## src/rtl/reset_seq_pkg.sv

```systemverilog
// Shared state encoding and default prescaler reload for reset_sequencer.
// SIMULATE_DESIGN selects a short reload so simulations reach the sequence quickly.
package reset_seq_pkg;

  typedef enum logic [2:0] {
    S_OFF      = 3'd0,
    S_INIT     = 3'd1,
    S_WAIT_PLT = 3'd2,
    S_REL      = 3'd3,
    S_RUN      = 3'd4,
    S_ASSERT   = 3'd5
  } seq_state_t;

`ifdef SIMULATE_DESIGN
  localparam logic [15:0] DIV_VAL_DEFAULT = 16'h0001;
`else
  localparam logic [15:0] DIV_VAL_DEFAULT = 16'h01F7;
`endif

endpackage

```

## src/rtl/reset_seq_prescaler.sv

```systemverilog
// Tick prescaler and 32.768 kHz clock for reset_sequencer; held idle (CLK32KHz=1) while disabled.
module reset_seq_prescaler
  import reset_seq_pkg::*;
#(
  parameter logic [15:0] DIV_VAL = DIV_VAL_DEFAULT
) (
  input  logic i_clk,
  input  logic i_rst_n,
  input  logic i_en,
  output logic o_tick,
  output logic o_clk32k
);

  logic [15:0] r_div_cnt;
  logic        r_tick;
  logic        r_clk32k;

  always_ff @(posedge i_clk or negedge i_rst_n) begin
    if (!i_rst_n) begin
      r_div_cnt <= DIV_VAL;
      r_tick    <= 1'b0;
      r_clk32k  <= 1'b1;
    end else if (!i_en) begin
      r_div_cnt <= DIV_VAL;
      r_tick    <= 1'b0;
      r_clk32k  <= 1'b1;
    end else if (r_div_cnt == '0) begin
      // Tick and the clock toggle are registered together, so both stay glitch-free.
      r_div_cnt <= DIV_VAL;
      r_tick    <= 1'b1;
      r_clk32k  <= ~r_clk32k;
    end else begin
      r_div_cnt <= r_div_cnt - 16'd1;
      r_tick    <= 1'b0;
    end
  end

  assign o_tick   = r_tick;
  assign o_clk32k = r_clk32k;

endmodule

```

## src/rtl/reset_sequencer.sv

```systemverilog
// Power-on/platform reset sequencer: InitResetn after a programmable delay, then ordered channel releases.
// RESET_SEQ_REVERSE_EN: on PLTRST_N low, released channels are re-asserted highest first, one per CH_DLY Ticks.
module reset_sequencer
  import reset_seq_pkg::*;
#(
  parameter int unsigned NUM_CH     = 4,
  parameter logic [15:0] DIV_VAL    = DIV_VAL_DEFAULT,
  parameter int unsigned INIT_TICKS = 31,
  parameter int unsigned CH_DLY     = 8,
  parameter int unsigned CNT_W      = 8
) (
  input  logic              MCLKi,
  input  logic              HARD_nRESETi,
  input  logic              RSMRST_N,
  input  logic              PLTRST_N,
  output logic              Tick,
  output logic              CLK32KHz,
  output logic              InitResetn,
  output logic [NUM_CH-1:0] ChResetN,
  output logic              SeqDone,
  output logic [2:0]        SeqState
);

  localparam int unsigned       IDX_W     = $clog2(NUM_CH) + 1;
  localparam logic [CNT_W-1:0] INIT_LAST = CNT_W'(INIT_TICKS - 1);
  localparam logic [CNT_W-1:0] DLY_LAST  = CNT_W'(CH_DLY - 1);
  localparam logic [IDX_W-1:0] IDX_LAST  = IDX_W'(NUM_CH - 1);

  logic [1:0]        r_rsm_sync, r_plt_sync;
  logic              w_rsm_s, w_plt_s, w_tick, w_abort;
  seq_state_t        r_state, w_state_nxt;
  logic [CNT_W-1:0]  r_tick_cnt, w_tick_cnt_nxt;
  logic [IDX_W-1:0]  r_ch_idx, w_ch_idx_nxt;
  logic              r_init_n, w_init_n_nxt;
  logic [NUM_CH-1:0] r_ch_n, w_ch_n_nxt;
  logic              r_done, w_done_nxt;

  function automatic logic [NUM_CH-1:0] idx_mask(input logic [IDX_W-1:0] idx);
    logic [NUM_CH-1:0] m;
    m = '0;
    for (int unsigned i = 0; i < NUM_CH; i++)
      if (i == 32'(idx)) m[i] = 1'b1;
    return m;
  endfunction

  always_ff @(posedge MCLKi or negedge HARD_nRESETi) begin
    if (!HARD_nRESETi) begin
      r_rsm_sync <= '0;
      r_plt_sync <= '0;
    end else begin
      r_rsm_sync <= {r_rsm_sync[0], RSMRST_N};
      r_plt_sync <= {r_plt_sync[0], PLTRST_N};
    end
  end

  assign w_rsm_s = r_rsm_sync[1];
  assign w_plt_s = r_plt_sync[1];

  reset_seq_prescaler #(.DIV_VAL(DIV_VAL)) u_prescaler (
    .i_clk    (MCLKi),
    .i_rst_n  (HARD_nRESETi),
    .i_en     (w_rsm_s),
    .o_tick   (w_tick),
    .o_clk32k (CLK32KHz)
  );

  always_ff @(posedge MCLKi or negedge HARD_nRESETi) begin
    if (!HARD_nRESETi) begin
      r_state    <= S_OFF;
      r_tick_cnt <= '0;
      r_ch_idx   <= '0;
      r_init_n   <= 1'b0;
      r_ch_n     <= '0;
      r_done     <= 1'b0;
    end else begin
      r_state    <= w_state_nxt;
      r_tick_cnt <= w_tick_cnt_nxt;
      r_ch_idx   <= w_ch_idx_nxt;
      r_init_n   <= w_init_n_nxt;
      r_ch_n     <= w_ch_n_nxt;
      r_done     <= w_done_nxt;
    end
  end

  always_comb begin
    w_state_nxt    = r_state;
    w_tick_cnt_nxt = r_tick_cnt;
    w_ch_idx_nxt   = r_ch_idx;
    w_init_n_nxt   = r_init_n;
    w_ch_n_nxt     = r_ch_n;
    w_done_nxt     = r_done;
    w_abort        = 1'b0;

    if (!w_rsm_s) begin
      w_state_nxt    = S_OFF;
      w_tick_cnt_nxt = '0;
      w_ch_idx_nxt   = '0;
      w_init_n_nxt   = 1'b0;
      w_ch_n_nxt     = '0;
      w_done_nxt     = 1'b0;
    end else begin
      case (r_state)
        S_OFF: begin
          w_state_nxt    = S_INIT;
          w_tick_cnt_nxt = '0;
        end
        S_INIT: begin
          if (w_tick) begin
            if (r_tick_cnt == INIT_LAST) begin
              w_init_n_nxt   = 1'b1;
              w_tick_cnt_nxt = '0;
              w_state_nxt    = S_WAIT_PLT;
            end else if (r_tick_cnt != '1) begin
              w_tick_cnt_nxt = r_tick_cnt + CNT_W'(1);
            end
          end
        end
        S_WAIT_PLT: begin
          if (w_plt_s) begin
            w_state_nxt    = S_REL;
            w_ch_idx_nxt   = '0;
            w_tick_cnt_nxt = '0;
          end
        end
        S_REL: begin
          if (!w_plt_s) begin
            w_abort = 1'b1;
          end else if (w_tick) begin
            if (r_tick_cnt == DLY_LAST) begin
              w_ch_n_nxt     = r_ch_n | idx_mask(r_ch_idx);
              w_ch_idx_nxt   = r_ch_idx + IDX_W'(1);
              w_tick_cnt_nxt = '0;
              if (r_ch_idx == IDX_LAST) begin
                w_state_nxt = S_RUN;
                w_done_nxt  = 1'b1;
              end
            end else if (r_tick_cnt != '1) begin
              w_tick_cnt_nxt = r_tick_cnt + CNT_W'(1);
            end
          end
        end
        S_RUN: begin
          if (!w_plt_s) w_abort = 1'b1;
        end
`ifdef RESET_SEQ_REVERSE_EN
        S_ASSERT: begin
          if (r_ch_idx == '0) begin
            w_state_nxt = S_WAIT_PLT;
          end else if (w_tick) begin
            if (r_tick_cnt == DLY_LAST) begin
              w_ch_n_nxt     = r_ch_n & ~idx_mask(r_ch_idx - IDX_W'(1));
              w_ch_idx_nxt   = r_ch_idx - IDX_W'(1);
              w_tick_cnt_nxt = '0;
            end else if (r_tick_cnt != '1) begin
              w_tick_cnt_nxt = r_tick_cnt + CNT_W'(1);
            end
          end
        end
`endif
        default: w_state_nxt = S_OFF;
      endcase

      // chIdx counts released channels, so the highest released one is chIdx-1.
      if (w_abort) begin
        w_done_nxt     = 1'b0;
        w_tick_cnt_nxt = '0;
`ifdef RESET_SEQ_REVERSE_EN
        w_state_nxt = S_ASSERT;
        if (r_ch_idx != '0) begin
          w_ch_n_nxt   = r_ch_n & ~idx_mask(r_ch_idx - IDX_W'(1));
          w_ch_idx_nxt = r_ch_idx - IDX_W'(1);
        end
`else
        w_state_nxt  = S_WAIT_PLT;
        w_ch_n_nxt   = '0;
        w_ch_idx_nxt = '0;
`endif
      end
    end
  end

  assign Tick       = w_tick;
  assign InitResetn = r_init_n;
  assign ChResetN   = r_ch_n;
  assign SeqDone    = r_done;
  assign SeqState   = r_state;

endmodule

```

## config.mk

```make
export PLATFORM = sky130hd
export DESIGN_NAME = reset_sequencer
export DESIGN_NICKNAME = d
export VERILOG_FILES = /design/src/rtl/reset_seq_pkg.sv /design/src/rtl/reset_seq_prescaler.sv /design/src/rtl/reset_sequencer.sv
export SDC_FILE = /design/constraint.sdc
export NUM_CORES = 1
export LEC_CHECK = 0
export ABC_AREA = 1
export CORE_MARGIN = 1.5
export CORE_UTILIZATION = 55
export DETAILED_ROUTE_END_ITERATION = 8
export PLACE_DENSITY = 0.75
export SYNTH_ARGS = -nofsm -noshare
export SYNTH_HDL_FRONTEND = slang
export SYNTH_SLANG_ARGS = --single-unit
export TNS_END_PERCENT = 1
```

## constraint.sdc

```tcl
create_clock -name MCLKi -period 1.6 [get_ports MCLKi]
set_input_delay 0.32 -clock MCLKi [delete_from_list [all_inputs] [get_ports MCLKi]]
set_output_delay 0.32 -clock MCLKi [all_outputs]
set_load 0.01 [all_outputs]
```

==> out/qor.csv <==
metric,value,unit
status,finished clean,
Fin. Hold Viols,0,
I/O Buffers,14,
Sw Share,32.78,%
syn_area_per_cell,8.254,sq um
critical path startpoint,r_tick_cnt[0],
clk root buf,clkbuf_8,
final setup vio count,0,
layout cell share with drive strength beyond 1,30.46,%
top-level I/O count,15,
total negative slack,0,ps
CP max stage cell,dfrtp_2,
top_reg_cell synth,dfrtp_1,
final wirelength,4751,microns
Layout fillers,318,
Synth-to-Final Area Change,22.87,%
Pwr Total,2.801,mW
most frequent cells in the layout,"nand2_1 (46), nor2_1 (34), dfrtp_1 (28)",
Critical path destination,r_tick_cnt[3],
RSZ-0062 raised after global routing,yes,
Mapped Cells,285,
drt first pass iters,4,
CTS tree,built,
DR WL/cell,12.67,microns
combinational fraction of design power,26.8,%
critical setup path kind,flop to flop,
largest net degree at the start of global routing,25,
Sw Pwr,0.9183,mW
power density over the cells,969.2,nW/um^2
post-synthesis register bit count,42,
Max Fclk,0.6343,GHz
flop-to-flop setup slack,20,ps
mapped cell area,2352,sq um
Antenna diodes,0,
fin crit period,1576,ps
post-route cell area,2890,sq um
Syn Nets,298,
"slowest stage delay, CP",450,ps
DP HPWL,3325,microns
crit path DAT,1770,ps
"EDFF count, synth",0,
H-tree depth,2,
gr usage total,21.66,%
"CP delay by family, top",simple AND/OR/NAND/NOR gates,
worst min path class,flop to flop,
Worst-path clk slew,80,ps
Vias,1922,
register area share after synthesis,45.16,%
clk_lat worst skew,290,ps
CTS buffer count,5,
"commonest non-fill, non-tap cell in the layout",nand2_1,
routability cong.,0.9414,
clock sink count,42,
final period utilization,98.53,%
Slew Limit Fails,0,
Worst path depth,10,
die span in x,68.40,microns
CP Buf/Inv Count,2,
max_cap viols,0,
clock power share,29.4,%
row count,23,
Setup crit start kind,flop,
Layout Skew,7.022,ps
Chip Height,68.40,microns
DRC viols,0,
capture point of the worst reg-to-reg path,r_tick_cnt[3],
clk buf depth,2,
Worst Path Max Fanout,4,
global-route wire length before repair,7652,microns
initial antenna violation count,0,
vias in the first global route,1745,
Starting Density,57.97,%
max_slew headroom,68.82,%
Via density,5.125,
critical path's most frequent cell,nor2_1,
Routed Antenna Nets,0,
nets@finish,337,
"Distinct cells, synth",32,
Worst Tran Pin Value,467.7,ps
Leakage Power,1.358,nW
critical-path cell list,inv_2 -> ha_1 -> nand2_1 -> nor2_1 -> nand3_2 -> nand3_4 -> nand2_4 -> nor2_4 -> buf_4 -> nor2_1,
full die area,4678,sq um
worst vdd ir,0.0007848,V
Ys Warns,0,
Core ar.,4058,sq um
Post-synth ARST share,100.0,%
initial DRC count,132,
critical path data required time,1790,ps
DP Area,2644,sq um
worst reg2reg startpoint,r_tick_cnt[0],
P_int,1.883,mW
CP Capture Type,flop,
Seq pwr share,43.7,%
Worst R2R Path Depth,10,
grt total ovfl,0,
-- power by group through the flow --
stage / registers [mW] / clock network (mW) / logic, mW
after floorplan: 1.21 / 0 / 0.488
after global placement: 1.22 / 0 / 0.658
after detailed placement: 1.22 / 0 / 0.665
after CTS: 1.21 / 0.841 / 0.665
after global routing: 1.24 / 0.880 / 0.830
final: 1.23 / 0.825 / 0.751
-- worst min-delay path by stage --
stage,start,end,cells after the start
after floorplan,HARD_nRESETi,ChResetN[0],0
after global placement,HARD_nRESETi,r_tick_cnt[3],1
after detailed placement,HARD_nRESETi,r_tick_cnt[3],1
after CTS,r_plt_sync[0],r_plt_sync[1],0
after global routing,r_plt_sync[0],r_plt_sync[1],0
final,r_plt_sync[0],r_plt_sync[1],0
-- worst register-to-register path, cell delays in order (launching register included) --
cell     delay (ps)
dfrtp_2         450
inv_2            70
ha_1            130
nand2_1          60
nor2_1          150
nand3_2         130
nand3_4         120
nand2_4          70
nor2_4          120
buf_4           120
nor2_1           40
-- synth_stat cells, drive strengths merged, types with 2 or more instances --
cell type / n / area, sq um
xnor2: 4 / 35.03
o21ai: 15 / 86.33
dfrtp: 33 / 825.8
a21oi: 10 / 53.80
a31oi: 3 / 18.77
nor2: 48 / 222.7
nand4: 6 / 37.54
nand2: 58 / 245.2
or2: 2 / 12.52
ha: 9 / 112.6
nor3: 6 / 35.03
nand3: 28 / 165.2
buf: 2 / 16.26
inv: 41 / 156.4
dfstp: 9 / 236.5
xor2: 8 / 70.07
-- what timing repair did --
item / in CTS / in global routing
hold buffers: 1 / 0
endpoints found under the hold margin: 14 / 0
pin swaps: 1 / 12
gates resized for setup: 8 / 22
setup buffers: 0 / 6
setup endpoints to repair: 7 / 30
-- layer usage --
layer	up-vias	wire (microns)	track usage [%]
li1	994	-	-
met1	891	2339	31.88
met2	35	2216	31.97
met3	2	167	3.947
met4	0	27	7.500
met5	-	0	0
-- flip-flops by register name (all words and copies together) (netlist names) --
register               flops
r_plt_sync                 2
r_rsm_sync                 2
u_prescaler.o_clk32k       1
SeqState                   3
ChResetN                   4
r_ch_idx                   3
r_tick_cnt                 8
u_prescaler.o_tick         1
InitResetn                 1
SeqDone                    1
u_prescaler.r_div_cnt     16
-- final cells by class --
class / instances / area, sq um / area share [%]
Multi-Input combinational cell: 200 / 1195 / 41.34
Inverter: 41 / 156.4 / 5.411
Clock inverter: 2 / 37.54 / 1.299
Sequential cell: 42 / 1069 / 36.97
Clock buffer: 6 / 72.57 / 2.511
Tap cell: 50 / 62.56 / 2.165
Timing Repair Buffer: 34 / 297.8 / 10.30
-- cells by family after synthesis --
| group | after synthesis | share of synthesized area (%) |
|---|---|---|
| flip-flops | 42 | 45.16 |
| adder cells (fa/ha/maj) | 9 | 4.787 |
| AO/OA/AOI/OAI | 31 | 7.713 |
| buffers and inverters | 43 | 7.341 |
| AND/OR/NAND/NOR | 148 | 30.53 |
| XOR/XNOR | 12 | 4.468 |
-- metrics by stage --
stage          util [%]  hold slack (ps)  instances  worst slack, ps
2_1_floorplan         -            24.41        285            114.3
5_1_grt           71.23            379.0        375           -75.27
3_3_place_gp      65.16            301.8        360           -28.78
6_report          71.23            368.0        375            23.57
3_5_place_dp      65.16            300.6        360           -9.986
4_1_cts           68.15            374.5        369           -13.12
No activity file was read; power rests on OpenSTA's default activity.
